==> config.mk <==
export PLATFORM = sky130hd
export DESIGN_NAME = serial_add_ctrl
export DESIGN_NICKNAME = d
export VERILOG_FILES = /design/src/rtl/serial_add_ctrl_pkg.sv /design/src/rtl/serial_add_ctrl_adder4b.sv /design/src/rtl/serial_add_ctrl.sv
export SDC_FILE = /design/constraint.sdc
export NUM_CORES = 1
export LEC_CHECK = 0
export CAP_MARGIN = 10
export CORE_MARGIN = 3
export CORE_UTILIZATION = 43
export DETAILED_ROUTE_END_ITERATION = 6
export PLACE_DENSITY = 0.78
export SLEW_MARGIN = 20
export SYNTH_ARGS = -nofsm -noshare
export SYNTH_HDL_FRONTEND = slang
export SYNTH_SLANG_ARGS = --single-unit
export TNS_END_PERCENT = 50
==> constraint.sdc <==
create_clock -name clk -period 7.7 [get_ports clk]
set_input_delay 1.54 -clock clk [delete_from_list [all_inputs] [get_ports clk]]
set_output_delay 1.54 -clock clk [all_outputs]
set_load 0.02 [all_outputs]
==> src/rtl/serial_add_ctrl_pkg.sv <==
// serial_add_ctrl_pkg: shared constants and state encoding for the serial adder sequencer
package serial_add_ctrl_pkg;
    localparam int NIBBLE_W = 4;
    typedef enum logic [1:0] {ST_IDLE = 2'd0, ST_RUN = 2'd1, ST_DONE = 2'd2} state_t;
endpackage

==> src/rtl/serial_add_ctrl_adder4b.sv <==
// Adder4b: 4-bit ripple-carry adder, the shared nibble datapath
module Adder4b
    import serial_add_ctrl_pkg::*;
(
    input  logic [NIBBLE_W-1:0] a,
    input  logic [NIBBLE_W-1:0] b,
    input  logic                cin,
    output logic [NIBBLE_W-1:0] s,
    output logic                cout
);
    logic [NIBBLE_W:0] c;
    assign c[0] = cin;
    for (genvar i = 0; i < NIBBLE_W; i++) begin : g_fa
        assign s[i]   = a[i] ^ b[i] ^ c[i];
        assign c[i+1] = (a[i] & b[i]) | (c[i] & (a[i] ^ b[i]));
    end
    assign cout = c[NIBBLE_W];
endmodule

==> src/rtl/serial_add_ctrl.sv <==
// serial_add_ctrl: nibble-serial wide add/subtract sequencer around one shared Adder4b
module serial_add_ctrl
    import serial_add_ctrl_pkg::*;
#(
    parameter int NIBBLES = 4
) (
    input  logic                          clk,
    input  logic                          rst,
    input  logic                          start,
    input  logic                          op_sub,
    input  logic                          Cin,
    input  logic [NIBBLE_W*NIBBLES-1:0]   A,
    input  logic [NIBBLE_W*NIBBLES-1:0]   B,
    output logic                          busy,
    output logic                          done,
    output logic [NIBBLE_W*NIBBLES-1:0]   S,
    output logic                          Cout,
    output logic                          ovf
);
    localparam int W  = NIBBLE_W * NIBBLES;
    localparam int IW = $clog2(NIBBLES);
    state_t state, state_n;
    logic [W-1:0] a_reg, b_reg, work, work_n;
    logic [IW-1:0] idx;
    logic [NIBBLE_W-1:0] sn;
    logic carry, cn, last, accept;
    Adder4b u_add (
        .a(a_reg[idx*NIBBLE_W +: NIBBLE_W]),
        .b(b_reg[idx*NIBBLE_W +: NIBBLE_W]),
        .cin(carry),
        .s(sn),
        .cout(cn)
    );
    assign busy   = state == ST_RUN;
    assign done   = state == ST_DONE;
    assign last   = idx == IW'(NIBBLES - 1);
    assign accept = start && !busy;
    always_comb begin
        work_n = work;
        work_n[idx*NIBBLE_W +: NIBBLE_W] = sn;
        state_n = (accept || (busy && !last)) ? ST_RUN : busy ? ST_DONE : ST_IDLE;
    end
    // the final nibble lands in work_n so results publish on the edge entering DONE
    always_ff @(posedge clk or posedge rst) begin
        if (rst) begin
            state <= ST_IDLE;
            a_reg <= '0;
            b_reg <= '0;
            work  <= '0;
            idx   <= '0;
            carry <= 1'b0;
            S     <= '0;
            Cout  <= 1'b0;
            ovf   <= 1'b0;
        end else begin
            state <= state_n;
            if (accept) begin
                a_reg <= A;
                b_reg <= op_sub ? ~B : B;
                carry <= op_sub | Cin;
                idx   <= '0;
            end else if (busy) begin
                work  <= work_n;
                carry <= cn;
                idx   <= idx + IW'(1);
                if (last) begin
                    S    <= work_n;
                    Cout <= cn;
                    ovf  <= (a_reg[W-1] == b_reg[W-1]) && (work_n[W-1] != a_reg[W-1]);
                end
            end
        end
    end
endmodule
[Word-level counts from Yosys, hierarchy flattened]
Cells that the tools add are included.
Operators by class
  add/subtract/negate cells: 2
  multipliers: 0
  div/mod/pow operators: 0
  order comparisons: 0
  equality and inequality tests: 5
  shift-type cells: 4
  muxes and demuxes: 8
  bitwise logic cells: 23
  reduce and logical (&&, ||, !) cells: 9
Operators with widths (number)
  4-bit negator with 34-bit output: 1
  4-bit by 34-bit variable shift with 16-bit output (first input constant): 1
  4-bit by 34-bit indexed part select with 16-bit output: 1
  16-bit by 5-bit indexed part select with 4-bit output: 2
  16-bit bitwise mux: 1
  16-bit 2-to-1 mux: 1
  16-bit NOT: 1
  1-bit AND: 8
  2-bit 2-to-1 mux: 4
  1-bit bitwise XOR: 8
  1-bit OR: 5
  2-bit equality test (second input constant): 2
  1-bit logical AND: 3
  3-bit AND reduction: 1
  2-bit by 1-bit adder with 2-bit output (second input constant): 1
  2-bit by 1-bit equality test with 1-bit output (second input constant): 1
  1-bit zero test: 2
  1-bit 2-to-1 mux: 2
  2-bit AND reduction: 1
  2-bit nonzero test: 1
  1-bit equality test: 1
  1-bit logical OR: 1
  1-bit inequality test: 1
  1-bit NOT: 1
Word-level totals
  register bits after elaboration: 71
  latch bits: 0
  bits in writable memories: 0
  bits in read-only memories: 0
  bits of input ports: 37
  memories: 0

[Depth between registers and ports, before layout]
  depth after elaboration: 13
  mapped depth: 15
  mapped depth without buffers: 12

[Modules after synthesis]
From an unflattened synthesis, not the netlist that was laid out.
Second synthesis, totals
  cells, all modules: 278
  area total of the unflattened synthesis: 3300.7 sq um
Modules (own cells, without submodules)
  serial_add_ctrl: instances 1, cells each 264, area each 3183.1 sq um
  Adder4b: instances 1, cells each 14, area each 117.6 sq um

[Worst setup path before layout]
No wires, ideal clock.
  path kind: reg-to-reg
  start point: register idx[0]
  end point: register ovf
  data arrival time: 3223 ps
  slack: 4344 ps
  stages on the path, launching flop included: 16
  buffers on the path: 3
  clock period less this slack: 3356 ps
  cells stage by stage: dfrtp_1 -> buf_4 -> buf_4 -> mux4_2 -> inv_1 -> fa_1 -> inv_1 -> fa_1 -> inv_1 -> fa_1 -> inv_1 -> fa_1 -> clkbuf_1 -> and4bb_2 -> mux2i_1 -> o21ai_0
On the way
  cells in the longest elaborated chain, start to end: 13
  elaborated cells between the ends (all ways): 27
  classes of those cells: add/sub (1); eq/ne (2); shift (4); mux (1); bitwise (17); reduce/logical (2)
RTL lines
  start: declaration: line serial_add_ctrl.sv:24  | logic [IW-1:0] idx;
  start signal: assignment: line serial_add_ctrl.sv:65  | idx <= idx + IW'(1);
  16-bit by 5-bit indexed part select with 4-bit output (on tied branches): line serial_add_ctrl.sv:28, serial_add_ctrl.sv:29
  1-bit bitwise XOR: line serial_add_ctrl_adder4b.sv:14, serial_add_ctrl_adder4b.sv:15
  1-bit AND: line serial_add_ctrl_adder4b.sv:15  | assign c[i+1] = (a[i] & b[i]) | (c[i] & (a[i] ^ b[i]));
  1-bit OR: line serial_add_ctrl_adder4b.sv:15
  1-bit AND: line serial_add_ctrl_adder4b.sv:15
  1-bit OR: line serial_add_ctrl_adder4b.sv:15
  1-bit AND: line serial_add_ctrl_adder4b.sv:15
  1-bit OR: line serial_add_ctrl_adder4b.sv:15
  1-bit bitwise XOR: line serial_add_ctrl_adder4b.sv:14  | assign s[i] = a[i] ^ b[i] ^ c[i];
  4-bit by 34-bit indexed part select with 16-bit output: line serial_add_ctrl.sv:40  | work_n[idx*NIBBLE_W +: NIBBLE_W] = sn;
  16-bit bitwise mux: line serial_add_ctrl.sv:40
  1-bit inequality test: line serial_add_ctrl.sv:69  | ovf <= (a_reg[W-1] == b_reg[W-1]) && (work_n[W-1] != a_reg[W-1]);
  1-bit logical AND: line serial_add_ctrl.sv:69
  end signal: assignment: line serial_add_ctrl.sv:69
  end: declaration: line serial_add_ctrl.sv:18  | output logic ovf
Parallel ways exist; a longest one is shown, timed or not.
A chain may end at the register's enable or synchronous reset.

[Final worst setup path]
  start point: register state[1]
  end point: output busy
On the way
  cells in the longest elaborated chain, start to end: 1
RTL lines
  start: declaration: line serial_add_ctrl.sv:22  | state_t state, state_n;
  start signal: assignment: line serial_add_ctrl.sv:56  | state <= state_n;
  2-bit by 1-bit equality test with 1-bit output: line serial_add_ctrl.sv:34  | assign busy = state == ST_RUN;
  end: declaration: line serial_add_ctrl.sv:14  | output logic busy,
Every way passes these cells.

==> key figures <==
Status
  • Status: finished clean

Yosys
  • FF+latch count, synth: 67
  • Multiplexer share of the synthesized area: 13.3%
  • Mapped Area: 3330 um^2
  • Mapped Nets: 326
  • Distinct cells, synth: 36
  • Synthesized instance count: 280
  • Top-count cell post-synth: dfrtp_1
  • Post-synthesis adder-cell area fraction: 4.28%
  • Main combinational cell family by area after synthesis: compound AO/OA/AOI/OAI gates
  • Synth top area cells: dfrtp_1 (50%), mux2_4 (5.9%), a21oi_1 (5.7%)
  • EDFF count, synth: 0
  • Sequential area share after synthesis: 50.3%
  • Compound-Gate Fraction of Synth Area: 14.5%
  • Prevailing post-synth register cell: dfrtp_1
  • Fraction of registers with async set/reset: 100%
  • Area leader, netlist: dfrtp_1
  • Most frequent cells after synthesis: dfrtp_1 (67), a21oi_1 (38), nand2_1 (20), xnor2_1 (16), inv_1 (15)
  • Synth Area in XOR/XNOR: 4.21%
  • Synth top area share: 50.3%
  • Post-synthesis average cell area: 11.9 um^2
  • Syn. warnings: 0
  • Simple-Gate Fraction of Synth Area: 8.00%

Power
  • Int Pwr: 0.00125 W
  • P_leak: 1.77 nW
  • Power density over the cells: 486 nW/um^2
  • Final Power: 0.00203 W
  • Comb pwr share: 50.0%
  • Part of the power in the clock network: 19.5%
  • Worst vdd ir: 0.000299 V
  • Psw: 0.000788 W
  • Sw frac: 38.7%
  • Seq pwr share: 30.5%

Setup path
  • Crit Path Class: reg -> out
  • CP arrival: 2.50 ns
  • Reg2reg start: idx[0]
  • Critical path launch point type: flop
  • R2r setup slk: 3.95 ns
  • Crit path capture: busy
  • CP max stage delay: 0.71 ns
  • Crit end category: primary output
  • Critical path origin: state[1]
  • Crit-path slowest cell: clkdlybuf4s50_1
  • Crit-path cells: nand2b_1, inv_1, clkdlybuf4s50_1
  • Crit Path Max Fanout: 21
  • Critical Path RT: 6.16 ns
  • Worst r2r dst: ovf
  • Worst r2r path cells: 12

Clock network
  • Insertion delay to the later sink of the worst-skew pair: 0.34 ns
  • TritonCTS clock tree: done
  • Htree depth: 3
  • CTS sink count: 67
  • Clock slew at reported path FFs: 0.08 ns
  • Maximum root-to-sink buffer count: 2
  • Resized cells post-CTS: 0
  • Postcts setup bufs: 0
  • Hold Buf Count CTS: 0
  • Cts bufs inserted: 9
  • Clock root buffer: clkbuf_8

Cells and area
  • Layout cell share with drive strength beyond 1: 16.3%
  • Final #Nets: 373
  • FILL cells: 588
  • Utilization after layout: 56.8%
  • P&R area growth vs syn: 25.7%
  • Ant. Diodes: 0

Route
  • Via count: 2282
  • Routed len/inst: 15.5 um
  • Via density: 5.29
  • DRC Markers: 0
  • Routed Wire Length: 6670 um
  • Initial DRC Count: 107
  • Antenna Violating Nets Remaining: 0
  • First-pass iteration count of the detailed router: 4

Global routing
  • First-pass GRT wire length: 11400 um
  • GRT overflow: 0
  • Antenna violations before repair: 0
  • GR Util All Layers: 16.7%
  • Vias in the first global route: 2327
  • Largest net degree at the start of global routing: 68

Floorplanning
  • FP Rows: 31
  • I/O pin count: 57
  • Die area: 8840 um^2
  • Core ar.: 7370 um^2
  • Initial core utilization: 45.2%
  • Die height: 94.0 um
  • Die width: 94.0 um

STA
  • Period utilisation layout: 52.4%
  • Achievable Freq: 248 MHz
  • Post-layout minimum cycle time: 4.04 ns
  • Setup TNS: 0 ns
  • Setup WS post-layout: 3.66 ns
  • Rel. slew slack: 41.1%
  • Final setup viols: 0
  • Final Hold Viols: 0
  • Worst-margin pin slew: 0.881 ns
  • Slew Limit Fails: 0
  • Final worst clock skew: 0.00867 ns
  • RSZ-0062 raised after global routing: no

Min path
  • Hold Path Class: reg -> reg

Run
  • Max Cap Viol: 0

Placed design
  • Final GP Congestion: 0.804
  • Placed wire-length estimate: 4690 um
  • PortBufs: 56
  • Setup WS pre-CTS: 3.93 ns
## how the worst min path moves through the flow
stage,cells after the start,to,start
floorplan,1,work[0],work[0]
global placement,2,S[8],S[8]
detailed placement,2,S[8],S[8]
CTS,2,S[14],S[14]
global route,1,work[2],work[2]
finish,2,S[8],S[8]
## worst max-delay path: cells and delay by family, from the launching register on
| kind | cells | cell delay, ns |
|---|---|---|
| AND/OR/NAND/NOR | 1 | 0.49 |
| buffers and inverters | 2 | 1.29 |
| flip-flops | 1 | 0.38 |
## layer usage
layer | part of all wire (%) | GRT usage [%] | routed length [um] | up-vias
met1 | 46 | 22.4 | 3080 | 1109
met3 | 4.8 | 3.37 | 321 | 15
li1 | - | - | - | 1078
met2 | 46 | 25.6 | 3080 | 80
met4 | 2.7 | 8.66 | 183 | 0
met5 | 0 | 0 | 0 | -
## logic make-up (layout without fill, tap and decap cells)
logic type | after synthesis | count (layout)
xor+xnor | 16 | 16
simple gates | 46 | 46
compound gates | 77 | 77
mux | 27 | 27
buf+inv | 38 | 90
flops | 67 | 67
fa+ha+maj | 9 | 9
## power by group through the flow
stage / Clock, W / Sequential [W] / Combinational (W)
3_3_place_gp: 0 / 0.000619 / 0.000992
6_report: 0.000396 / 0.000621 / 0.00102
4_1_cts: 0.000402 / 0.000622 / 0.00103
2_1_floorplan: 0 / 0.000613 / 0.000743
5_1_grt: 0.000416 / 0.000643 / 0.00111
3_5_place_dp: 0 / 0.000626 / 0.00102
## cells in the final DEF, fill, tap and decap left out, types with 3 or more instances in the layout
cell type and instances:
a22o_1 8, a21oi_1 38, a221oi_1 3, xnor2_1 16, clkdlybuf4s50_1 56, fa_1 4
and4bb_2 3, inv_1 14, nand2_1 20, bufinv_16 4, clkbuf_8 10, o2bb2ai_1 6
nor2b_1 4, mux2_4 13, nor2_1 9, a2bb2oi_1 6, ha_1 5, mux4_2 8
dfrtp_1 67, o21ai_0 12, mux2_2 5
## cell type report
type,instances,area (um^2),share of cell area [%]
flip-flops and latches,67,1680,40.1
multi-input cells,175,1480,35.2
repair buffers,58,576,13.8
clock buffers,10,138,3.29
clock inverters,6,136,3.26
well taps,99,124,2.96
inverters,16,60.1,1.43
## per-stage QoR
stage | instances | instance area (um^2) | hold slack (ns)
after global routing | 431 | 4190 | 0.505
after CTS | 431 | 4190 | 0.488
after global placement | 415 | 3910 | 0.462
after detailed placement | 415 | 3910 | 0.471
after floorplan | 280 | 3330 | 0.457
final | 431 | 4190 | 0.483
No activity file was read; power rests on OpenSTA's default activity.
